===== config.mk =====
export PLATFORM = sky130hd
export DESIGN_NAME = decode_stage
export DESIGN_NICKNAME = d
export VERILOG_FILES = /design/src/rtl/cpu_pkg.sv /design/src/rtl/operand_bypass.sv /design/src/rtl/decode_stage.sv
export SDC_FILE = /design/constraint.sdc
export NUM_CORES = 1
export LEC_CHECK = 0
export BUFFER_PORTS_ARGS = -buffer_cell sky130_fd_sc_hd__buf_2
export CAP_MARGIN = 20
export CORE_MARGIN = 8
export CORE_UTILIZATION = 46
export CTS_CLUSTER_DIAMETER = 200
export DETAILED_ROUTE_END_ITERATION = 10
export GPL_ROUTABILITY_DRIVEN = 0
export GPL_TIMING_DRIVEN = 0
export HOLD_SLACK_MARGIN = 0.06
export PLACE_DENSITY = 0.79
export SLEW_MARGIN = 30
export SYNTH_ARGS = -nofsm -noshare
export SYNTH_HDL_FRONTEND = slang
export SYNTH_SLANG_ARGS = --single-unit

===== constraint.sdc =====
create_clock -name clk -period 5.15 [get_ports clk]
set_clock_uncertainty 0.1 [all_clocks]
set_input_delay 0 -clock clk [delete_from_list [all_inputs] [get_ports clk]]
set_output_delay 0 -clock clk [all_outputs]
set_load 0.02 [all_outputs]

===== src/rtl/cpu_pkg.sv =====
// rtl/cpu_pkg.sv - shared opcode, alu_cmd and decoded-control definitions
//
// Purpose : constants and types shared by the decode stage and its helpers.
// Contents: 4-bit opcode constants, 3-bit alu_cmd encodings, ctrl_t
//           decoded-control struct and decode_op() opcode decoder.
package cpu_pkg;

    localparam logic [3:0] OP_NOP  = 4'd0;
    localparam logic [3:0] OP_ALU0 = 4'd1;   // first register-register ALU opcode
    localparam logic [3:0] OP_ALU7 = 4'd8;   // last register-register ALU opcode
    localparam logic [3:0] OP_ADDI = 4'd9;
    localparam logic [3:0] OP_LD   = 4'd10;
    localparam logic [3:0] OP_ST   = 4'd11;
    localparam logic [3:0] OP_BEZ  = 4'd12;
    localparam logic [3:0] OP_BNEZ = 4'd13;
    localparam logic [3:0] OP_JMP  = 4'd14;
    localparam logic [3:0] OP_RSVD = 4'd15;

    // alu_cmd = opcode - 1 for the ALU group
    localparam logic [2:0] ALU_ADD = 3'd0;
    localparam logic [2:0] ALU_SUB = 3'd1;
    localparam logic [2:0] ALU_AND = 3'd2;
    localparam logic [2:0] ALU_OR  = 3'd3;
    localparam logic [2:0] ALU_XOR = 3'd4;
    localparam logic [2:0] ALU_SLL = 3'd5;
    localparam logic [2:0] ALU_SRL = 3'd6;
    localparam logic [2:0] ALU_SRA = 3'd7;

    typedef struct packed {
        logic [2:0] alu_cmd;
        logic       writes_rd;   // instruction produces a register result
        logic       mem_rd;
        logic       mem_wr;
        logic       use_imm;     // op_b comes from the immediate
        logic       reads_rs1;
        logic       reads_rs2;
        logic       is_bez;
        logic       is_bnez;
        logic       is_jmp;
    } ctrl_t;

    function automatic ctrl_t decode_op(input logic [3:0] opcode);
        ctrl_t c;
        c = '0;
        if (opcode >= OP_ALU0 && opcode <= OP_ALU7) begin
            c.alu_cmd   = 3'(opcode - OP_ALU0);
            c.writes_rd = 1'b1;
            c.reads_rs1 = 1'b1;
            c.reads_rs2 = 1'b1;
        end else begin
            case (opcode)
                OP_ADDI: begin
                    c.alu_cmd   = ALU_ADD;
                    c.writes_rd = 1'b1;
                    c.use_imm   = 1'b1;
                    c.reads_rs1 = 1'b1;
                end
                OP_LD: begin
                    c.alu_cmd   = ALU_ADD;
                    c.writes_rd = 1'b1;
                    c.mem_rd    = 1'b1;
                    c.use_imm   = 1'b1;
                    c.reads_rs1 = 1'b1;
                end
                OP_ST: begin
                    c.alu_cmd   = ALU_ADD;
                    c.mem_wr    = 1'b1;
                    c.use_imm   = 1'b1;
                    c.reads_rs1 = 1'b1;
                    c.reads_rs2 = 1'b1;
                end
                OP_BEZ: begin
                    c.is_bez    = 1'b1;
                    c.reads_rs1 = 1'b1;
                end
                OP_BNEZ: begin
                    c.is_bnez   = 1'b1;
                    c.reads_rs1 = 1'b1;
                end
                OP_JMP: begin
                    c.is_jmp    = 1'b1;
                end
                // OP_NOP and OP_RSVD decode to all-zero controls
                default: c = '0;
            endcase
        end
        return c;
    endfunction

endpackage


===== src/rtl/operand_bypass.sv =====
// rtl/operand_bypass.sv - MEM-stage writeback bypass mux for one source operand
//
// Purpose : selects forwarded MEM data over register-file data when the
//           bypass is enabled and targets the same register.
// Ports   : rs_addr  in  REG_AW  source register being read
//           rs_rdata in  DATA_W  register-file data for rs_addr
//           fwd_en   in  1       MEM-stage writeback valid
//           fwd_addr in  REG_AW  MEM-stage destination register
//           fwd_data in  DATA_W  MEM-stage writeback data
//           op_data  out DATA_W  resolved operand
module operand_bypass #(
    parameter int DATA_W = 16,
    parameter int REG_AW = 3,
    parameter int EN_FWD = 1
) (
    input  logic [REG_AW-1:0] rs_addr,
    input  logic [DATA_W-1:0] rs_rdata,
    input  logic              fwd_en,
    input  logic [REG_AW-1:0] fwd_addr,
    input  logic [DATA_W-1:0] fwd_data,
    output logic [DATA_W-1:0] op_data
);

    logic fwd_hit;

    assign fwd_hit = (EN_FWD != 0) && fwd_en && (fwd_addr == rs_addr);
    assign op_data = fwd_hit ? fwd_data : rs_rdata;

endmodule


===== src/rtl/decode_stage.sv =====
// rtl/decode_stage.sv - instruction decode stage with bypass, hazard and branch redirect
//
// Purpose : decodes one instruction per cycle into registered execute-stage
//           controls, resolves operands through the MEM bypass, stalls on
//           load-use hazards and redirects fetch on taken branches.
// Ports   : clk, rst_n (async active-low)
//           in_valid/in_ready/instr          fetch-side handshake
//           rs1_addr/rs2_addr out            register-file read addresses
//           rs1_rdata/rs2_rdata in           register-file read data
//           fwd_en/fwd_addr/fwd_data in      MEM-stage writeback bypass
//           ex_stall in                      execute stage back-pressure
//           branch_taken/branch_offset out   combinational redirect
//           out_valid, alu_cmd, op_a, op_b, rd_addr, wb_en, mem_rd,
//           mem_wr, st_data out              registered decoded instruction
module decode_stage #(
    parameter int DATA_W  = 16,
    parameter int INSTR_W = 16,
    parameter int REG_AW  = 3,
    parameter int IMM_W   = 6,
    parameter int EN_FWD  = 1
) (
    input  logic               clk,
    input  logic               rst_n,
    input  logic               in_valid,
    output logic               in_ready,
    input  logic [INSTR_W-1:0] instr,
    output logic [REG_AW-1:0]  rs1_addr,
    output logic [REG_AW-1:0]  rs2_addr,
    input  logic [DATA_W-1:0]  rs1_rdata,
    input  logic [DATA_W-1:0]  rs2_rdata,
    input  logic               fwd_en,
    input  logic [REG_AW-1:0]  fwd_addr,
    input  logic [DATA_W-1:0]  fwd_data,
    input  logic               ex_stall,
    output logic               branch_taken,
    output logic [DATA_W-1:0]  branch_offset,
    output logic               out_valid,
    output logic [2:0]         alu_cmd,
    output logic [DATA_W-1:0]  op_a,
    output logic [DATA_W-1:0]  op_b,
    output logic [REG_AW-1:0]  rd_addr,
    output logic               wb_en,
    output logic               mem_rd,
    output logic               mem_wr,
    output logic [DATA_W-1:0]  st_data
);

    import cpu_pkg::*;

    localparam int EXT_W = DATA_W - IMM_W;

    // instruction fields
    logic [3:0]        opcode;
    logic [REG_AW-1:0] rd_f;
    logic [REG_AW-1:0] rs1_f;
    logic [REG_AW-1:0] rs2_f;
    logic [IMM_W-1:0]  imm_f;
    logic [DATA_W-1:0] imm_ext;
    ctrl_t             ctrl;

    logic [DATA_W-1:0] rs1_op;
    logic [DATA_W-1:0] rs2_op;

    logic hazard_match;
    logic hazard;
    logic fire;
    logic branch_cond;

    // registered outputs
    logic              out_valid_q, out_valid_d;
    logic [2:0]        alu_cmd_q,   alu_cmd_d;
    logic [DATA_W-1:0] op_a_q,      op_a_d;
    logic [DATA_W-1:0] op_b_q,      op_b_d;
    logic [REG_AW-1:0] rd_addr_q,   rd_addr_d;
    logic              wb_en_q,     wb_en_d;
    logic              mem_rd_q,    mem_rd_d;
    logic              mem_wr_q,    mem_wr_d;
    logic [DATA_W-1:0] st_data_q,   st_data_d;

    assign opcode  = instr[INSTR_W-1 -: 4];
    assign rd_f    = instr[4*REG_AW-1 -: REG_AW];
    assign rs1_f   = instr[3*REG_AW-1 -: REG_AW];
    assign rs2_f   = instr[2*REG_AW-1 -: REG_AW];
    assign imm_f   = instr[IMM_W-1:0];
    assign imm_ext = {{EXT_W{imm_f[IMM_W-1]}}, imm_f};
    assign ctrl    = decode_op(opcode);

    assign rs1_addr = rs1_f;
    assign rs2_addr = rs2_f;

    operand_bypass #(
        .DATA_W (DATA_W),
        .REG_AW (REG_AW),
        .EN_FWD (EN_FWD)
    ) u_bypass_rs1 (
        .rs_addr  (rs1_f),
        .rs_rdata (rs1_rdata),
        .fwd_en   (fwd_en),
        .fwd_addr (fwd_addr),
        .fwd_data (fwd_data),
        .op_data  (rs1_op)
    );

    operand_bypass #(
        .DATA_W (DATA_W),
        .REG_AW (REG_AW),
        .EN_FWD (EN_FWD)
    ) u_bypass_rs2 (
        .rs_addr  (rs2_f),
        .rs_rdata (rs2_rdata),
        .fwd_en   (fwd_en),
        .fwd_addr (fwd_addr),
        .fwd_data (fwd_data),
        .op_data  (rs2_op)
    );

    // A load sitting in the output register has no data until MEM, so the
    // bypass cannot cover a consumer arriving right behind it. Only source
    // fields the incoming opcode actually reads are compared.
    assign hazard_match = (ctrl.reads_rs1 && (rs1_f == rd_addr_q)) ||
                          (ctrl.reads_rs2 && (rs2_f == rd_addr_q));
    assign hazard       = in_valid && out_valid_q && mem_rd_q &&
                          (rd_addr_q != '0) && hazard_match;

    assign in_ready = !ex_stall && !hazard;
    assign fire     = in_valid && in_ready;

    assign branch_cond   = (ctrl.is_bez  && (rs1_op == '0)) ||
                           (ctrl.is_bnez && (rs1_op != '0)) ||
                           ctrl.is_jmp;
    assign branch_taken  = fire && branch_cond;
    assign branch_offset = imm_ext;

    always_comb begin
        // ex_stall holds everything
        out_valid_d = out_valid_q;
        alu_cmd_d   = alu_cmd_q;
        op_a_d      = op_a_q;
        op_b_d      = op_b_q;
        rd_addr_d   = rd_addr_q;
        wb_en_d     = wb_en_q;
        mem_rd_d    = mem_rd_q;
        mem_wr_d    = mem_wr_q;
        st_data_d   = st_data_q;

        if (!ex_stall) begin
            if (fire && !branch_taken) begin
                out_valid_d = 1'b1;
                alu_cmd_d   = ctrl.alu_cmd;
                // unread operand slots are driven to zero so NOP/JMP-like
                // instructions leave no stale register data downstream
                op_a_d      = ctrl.reads_rs1 ? rs1_op : '0;
                op_b_d      = ctrl.use_imm   ? imm_ext :
                              ctrl.reads_rs2 ? rs2_op  : '0;
                rd_addr_d   = ctrl.writes_rd ? rd_f : '0;
                // loads always write back; ALU/ADDI suppress writes to r0
                wb_en_d     = ctrl.mem_rd ||
                              (ctrl.writes_rd && (rd_f != '0));
                mem_rd_d    = ctrl.mem_rd;
                mem_wr_d    = ctrl.mem_wr;
                st_data_d   = ctrl.mem_wr ? rs2_op : '0;
            end else begin
                // bubble: nothing fired, branch redirect, or load-use hazard
                out_valid_d = 1'b0;
                alu_cmd_d   = '0;
                op_a_d      = '0;
                op_b_d      = '0;
                rd_addr_d   = '0;
                wb_en_d     = 1'b0;
                mem_rd_d    = 1'b0;
                mem_wr_d    = 1'b0;
                st_data_d   = '0;
            end
        end
    end

    always_ff @(posedge clk or negedge rst_n) begin
        if (!rst_n) begin
            out_valid_q <= 1'b0;
            alu_cmd_q   <= '0;
            op_a_q      <= '0;
            op_b_q      <= '0;
            rd_addr_q   <= '0;
            wb_en_q     <= 1'b0;
            mem_rd_q    <= 1'b0;
            mem_wr_q    <= 1'b0;
            st_data_q   <= '0;
        end else begin
            out_valid_q <= out_valid_d;
            alu_cmd_q   <= alu_cmd_d;
            op_a_q      <= op_a_d;
            op_b_q      <= op_b_d;
            rd_addr_q   <= rd_addr_d;
            wb_en_q     <= wb_en_d;
            mem_rd_q    <= mem_rd_d;
            mem_wr_q    <= mem_wr_d;
            st_data_q   <= st_data_d;
        end
    end

    assign out_valid = out_valid_q;
    assign alu_cmd   = alu_cmd_q;
    assign op_a      = op_a_q;
    assign op_b      = op_b_q;
    assign rd_addr   = rd_addr_q;
    assign wb_en     = wb_en_q;
    assign mem_rd    = mem_rd_q;
    assign mem_wr    = mem_wr_q;
    assign st_data   = st_data_q;

endmodule

**Word-level counts from Yosys, hierarchy flattened**

Index checks and enable logic that the tools add are counted.
W data, S select, Z words.

- Bits in registers: 58
- Bits in latches: 0
- RAM bits: 0
- Bits in read-only memories: 0
- Input port bits: 72
- Word-level logic and storage cells: 80
- Memories kept: 0

- $add $sub $neg: 1
- $mul: 0
- Div/mod/pow operators: 0
- Magnitude comparators: 2
- Equal/unequal tests: 10
- Shift-type cells: 0
- Mux-type cells: 28
- Bitwise gates (word level): 0
- Reductions and logical operators: 30

Operators with widths:

| kind | count |
|---|---|
| $mux W16 | 9 |
| $eq A4 B4 Y1 const B | 6 |
| $logic_and A1 B1 Y1 | 16 |
| $logic_not A16 Y1 | 1 |
| $reduce_bool A16 Y1 | 1 |
| $mux W3 | 5 |
| $eq A3 B3 Y1 | 4 |
| $mux W1 | 12 |
| $reduce_bool A3 Y1 | 2 |
| $reduce_or A5 Y1 | 1 |
| $ge A4 B1 Y1 const B | 1 |
| $le A4 B4 Y1 const B | 1 |
| $logic_or A1 B1 Y1 | 4 |
| $mux W4 | 1 |
| $logic_not A1 Y1 | 3 |
| $reduce_or A3 Y1 | 1 |
| $sub A3 B1 Y3 const B | 1 |
| $mux W2 | 1 |
| $reduce_or A2 Y1 | 1 |

**Logic depth before layout (Yosys ltp)**

- Depth after elaboration: 14
- Gate-level depth with buffers: 9

**Modules after synthesis**

From an unflattened synthesis, not the netlist that was laid out.

- Cell total of the unflattened synthesis: 290
- Area, all modules: 3,325.7 µm²

By module, submodules not included:

| module | instances | cells each | area an instance (µm²) | seq. area each (µm²) |
|---|---|---|---|---|
| decode_stage | 1 | 248 | 2,772.7 | 1,451.4 |
| operand_bypass | 2 | 21 | 276.5 | 0.0 |

**Worst setup path after synthesis**

Ideal clock, no wire load.

- Path type: register -> register
- Start point: register rd_addr_q[0], in the netlist rd_addr[0]
- End point: register op_a_q[15], in the netlist op_a[15]
- Library setup time: 0.095 ns
- Data arrival time: 1.835 ns
- Required time: 4.955 ns
- Setup slack: 3.120 ns
- Cell stages (with the launch flop): 5
- Path buffers: 1
- Cell sequence: dfrtp_1 -> o311ai_0 -> o21ai_2 -> buf_6 -> o31ai_1

- Cells in the longest elaborated chain, start to end: 11

Ends and longest elaborated chain:

| item | RTL line | RTL |
|---|---|---|
| start, declared | decode_stage.sv:74 | `logic [REG_AW-1:0] rd_addr_q, rd_addr_d;` |
| start signal, assigned | decode_stage.sv:193 | `rd_addr_q <= rd_addr_d;` |
| $eq A3 B3 Y1 (on tied branches) | decode_stage.sv:120, decode_stage.sv:121 |  |
| $logic_and A1 B1 Y1 (on tied branches) | decode_stage.sv:120, decode_stage.sv:121 |  |
| $logic_or A1 B1 Y1 | decode_stage.sv:120 | `assign hazard_match = (ctrl.reads_rs1 && (rs1_f == rd_addr_q)) \|\|` |
| $logic_and A1 B1 Y1 * | decode_stage.sv:123 | `(rd_addr_q != '0) && hazard_match;` |
| $logic_not A1 Y1 * | decode_stage.sv:125 | `assign in_ready = !ex_stall && !hazard;` |
| $logic_and A1 B1 Y1 * | decode_stage.sv:125 |  |
| $logic_and A1 B1 Y1 * | decode_stage.sv:126 | `assign fire = in_valid && in_ready;` |
| $logic_and A1 B1 Y1 | decode_stage.sv:131 | `assign branch_taken = fire && branch_cond;` |
| $logic_not A1 Y1 | decode_stage.sv:147 | `if (fire && !branch_taken) begin` |
| $logic_and A1 B1 Y1 * | decode_stage.sv:147 |  |
| $mux W16 * | decode_stage.sv:147 |  |
| end signal, assigned | decode_stage.sv:191 | `op_a_q <= op_a_d;` |
| end, declared | decode_stage.sv:72 | `logic [DATA_W-1:0] op_a_q, op_a_d;` |

Mark *: on every way between the ends. The rest lies on a longest branch, timed or not.
A chain may end at the register's enable or synchronous reset.

**Worst setup path after layout**

- Start point: input instr[4]
- End point: register st_data_q[3], in the netlist st_data[3]

- Cells in the longest elaborated chain, start to end: 11

Ends and longest elaborated chain:

| item | RTL line | RTL |
|---|---|---|
| start, declared | decode_stage.sv:26 | `input logic [INSTR_W-1:0] instr,` |
| $eq A3 B3 Y1 | decode_stage.sv:121 | `(ctrl.reads_rs2 && (rs2_f == rd_addr_q));` |
| $logic_and A1 B1 Y1 | decode_stage.sv:121 |  |
| $logic_or A1 B1 Y1 | decode_stage.sv:120 |  |
| $logic_and A1 B1 Y1 | decode_stage.sv:123 |  |
| $logic_not A1 Y1 | decode_stage.sv:125 |  |
| $logic_and A1 B1 Y1 | decode_stage.sv:125 |  |
| $logic_and A1 B1 Y1 | decode_stage.sv:126 |  |
| $logic_and A1 B1 Y1 | decode_stage.sv:131 |  |
| $logic_not A1 Y1 | decode_stage.sv:147 |  |
| $logic_and A1 B1 Y1 | decode_stage.sv:147 |  |
| $mux W16 * | decode_stage.sv:147 |  |
| end signal, assigned | decode_stage.sv:197 | `st_data_q <= st_data_d;` |
| end, declared | decode_stage.sv:78 | `logic [DATA_W-1:0] st_data_q, st_data_d;` |

Marked as above.

==> impl_results.md <==
* Worst hold path type: in2reg
* FF+latch count, synth at 58
* Routed WL at 12.96 mm
* Port Buf Inserts at 152
* WL per Instance at 19.55 µm
* CP endpoint kind: flop
* Layout cell share with drive strength beyond 1 at 39.18%
* Setup Buffers After CTS at 0
* DR pass1 iterations at 8
* Vias in the first global route at 3826
* Setup CP Type: in2reg
* Compound-Gate Fraction of Synth Area at 19.12%
* FP Rows at 31
* Worst slew pin tran at 0.7151 ns
* TritonCTS Buffers at 9
* Final setup TNS at 0 ns
* Pwr/cell area at 242.4 nW/µm²
* DRC violations left at 0
* Number of flops mapped to enable cells by yosys at 0
* Max clock buf depth at 2
* Crit share post-route at 61.31%
* Commonest non-fill, non-tap cell in the layout: buf_2
* Die area at 10170 µm²
* Top_reg_cell synth: dfrtp_1
* Total gr overflow at 0
* Avg Synthesized Cell Area at 9.976 µm²
* FILL cells at 498
* Via Count at 3649
* Data arrival, critical path at 3.28 ns
* Area grow syn2layout at 52.25%
* Fin crit period at 3.157 ns
* Xor and xnor area share after synthesis at 3.438%
* Yosys cell types at 41
* DR vias/cell at 5.504
* Slowest-stage cell, CP: dlygate4sd3_1
* Max cap viols at 0
* Maximum clock rate at 0.3167 GHz
* ANT nets after route at 0
* Async S/R FF share, synth at 100.0%
* Commonest non-fill, non-tap cells in the layout: buf_2, dlygate4sd3_1, nand2_1
* CP required at 5.27 ns
* Cell Chain, Critical Path: dlygate4sd3_1, buf_2, xnor2_1, nand4_1, buf_2, mux2i_1, dlygate4sd3_1, o21ai_0, dlygate4sd3_1
* Worst-path fanout max at 10
* Antenna violations before repair at 0
* Num ports at 154
* First-pass GRT wire length at 20.42 mm
* Worst-Skew Late Latency at 0.34 ns
* Clock transition at path regs at 0.07 ns
* Final core occ at 71.04%
* Clock Sinks at 58
* Status: finished, final reports clean
* Synth warnings at 0
* Synthesized Nets at 408
* Max Slew Vio Count at 0
* Largest net degree at the start of global routing at 59
* Synth Area in Adders at 1.511%
* Post-synthesis mux area share at 10.99%
* Largest family of logic cells by synthesized area: compound AO/OA/AOI/OAI gates
* DRT iter0 DRCs at 252
* Peak supply drop at 0.1831 mV
* Internal reg-to-reg setup slack at 2.52 ns
* Crit path buffers/inverters at 5
* Final setup fails at 0
* Die Y at 100.9 µm
* Critical path's most frequent cell: dlygate4sd3_1
* Relative slew margins at 52.32%
* Endpoints failing hold at 0
* Core box area at 7098 µm²
* Worst stage delay on the critical path at 0.62 ns
* Dominant delay contributor by cell family on the critical path: buffers and inverters
* CP Launch Type: input pin
* GRT Total Usage at 26.00%
* RSZ-0062 raised after global routing: no
* Syn Inst Count at 332
* Clk root buf: clkbuf_8
* Die width at 100.9 µm
* Initial core utilization at 46.66%
* Post-synthesis instance area at 3312 µm²
* LEAKAGE at 2.637 nW
* Final nets at 636
* Diode count at 0
* Total design power at 0.001222 W
* CTS tree: built
* Number of H-tree levels at 3
* Post-synthesis sequential area ratio at 43.82%
* Post-synthesis simple-gate area fraction at 12.84%
* DPL Wire Length at 8.640 mm
## through the flow
| stage | cell area, µm² | hold slack, ns | setup WS, ns | instances |
|---|---|---|---|---|
| detailed placement | 4199 | 0.001074 | 2.814 | 583 |
| finish | 5042 | 0.07756 | 1.993 | 663 |
| floorplan | 3312 | -0.3956 | 3.120 | 332 |
| CTS | 5042 | 0.06078 | 2.122 | 663 |
| global route | 5042 | 0.08563 | 1.928 | 663 |
| global placement | 4197 | 0.1495 | 2.845 | 583 |
## flip-flops by register name, summed over array words and instances (netlist names)
register,count
op_a,16
rd_addr,3
op_b,16
st_data,16
wb_en,1
mem_wr,1
mem_rd,1
out_valid,1
alu_cmd,3
## routing by layer
layer  wire, µm  track usage (%)  vias up  share of wire [%]
met1       4611            28.88     1746                 36
met3       1324            8.356       44                 10
met2       6535            43.76      224                 50
li1           -                -     1635                  -
met4        490            12.79        0                3.8
met5          0                0        -                  0
## synthesized netlist by cell type, types with 2 or more instances
cell / count / share of area, %
buf_6: 3 / 1.0
buf_2: 6 / 0.91
buf_4: 22 / 5.0
a21oi_1: 2 / 0.30
nor2_1: 4 / 0.45
o211ai_1: 2 / 0.45
clkbuf_1: 10 / 1.1
mux2_2: 16 / 5.4
a32o_1: 3 / 0.91
xor2_1: 5 / 1.3
dfrtp_1: 58 / 44
ha_1: 4 / 1.5
xnor2_1: 8 / 2.1
a22o_1: 11 / 2.9
nand2_1: 62 / 7.0
a2bb2oi_1: 5 / 1.3
nand4_1: 3 / 0.57
mux2i_1: 17 / 5.1
inv_1: 2 / 0.23
nor3b_1: 2 / 0.45
o31ai_1: 20 / 4.5
o311ai_0: 2 / 0.53
nor4_1: 8 / 1.5
o21ai_1: 9 / 1.4
o21a_1: 2 / 0.45
o21ai_0: 27 / 4.1
nor3_1: 4 / 0.60
nor2b_1: 2 / 0.38
## where the power goes
group	switching [W]	internal [W]
clock	0.000184	0.000232
sequential	0.0000156	0.000479
combinational	0.000173	0.000139
## cell families (layout without fill, tap and decap cells)
| logic type | Yosys count | count (layout) |
|---|---|---|
| DFF | 58 | 58 |
| xor gates and xnor gates | 13 | 13 |
| and+or+nand+nor | 91 | 91 |
| muxes | 34 | 34 |
| buffers and inverters | 43 | 275 |
| AOI/OAI and AO/OA | 89 | 89 |
| adders and majority gates | 4 | 4 |
## area by class of cell
class                      instances  area [µm²]  area share (%)
multi-input combinational        231        1587           31.46
sequential                        58        1451           28.78
timing repair buffer             217        1414           28.04
buffer                            41       266.5           5.285
clock buffer                      10       137.6           2.730
tap                               99       123.9           2.457
clock inverter                     5       55.05           1.092
inverter                           2       7.507          0.1489
## timing repair
item	in CTS	in global routing
endpoints found under the hold margin	105	0
hold buffers	65	0
resized for setup	0	0
## path summary, 6_finish.rpt
check / start / to / depth (start not counted)
hold reg to reg: op_a[12] / op_a[12] / 2
min in group asynchronous: rst_n / st_data[10] / 2
setup reg to reg: rd_addr[0] / st_data[5] / 6
setup / recovery: instr[4] / st_data[3] / 9
hold / removal: ex_stall / op_a[2] / 4
max in group asynchronous: rst_n / op_a[14] / 2
## worst reg2reg max path, stage by stage (launching register included)
cell and delay [ns]:
dfrtp_1 0.46, xor2_1 0.20, nor3_1 0.30, a32oi_4 0.19
o2111ai_2 0.48, o21ai_0 0.21, dlygate4sd3_1 0.59
Note: power is estimated with default switching activity, not from simulation.
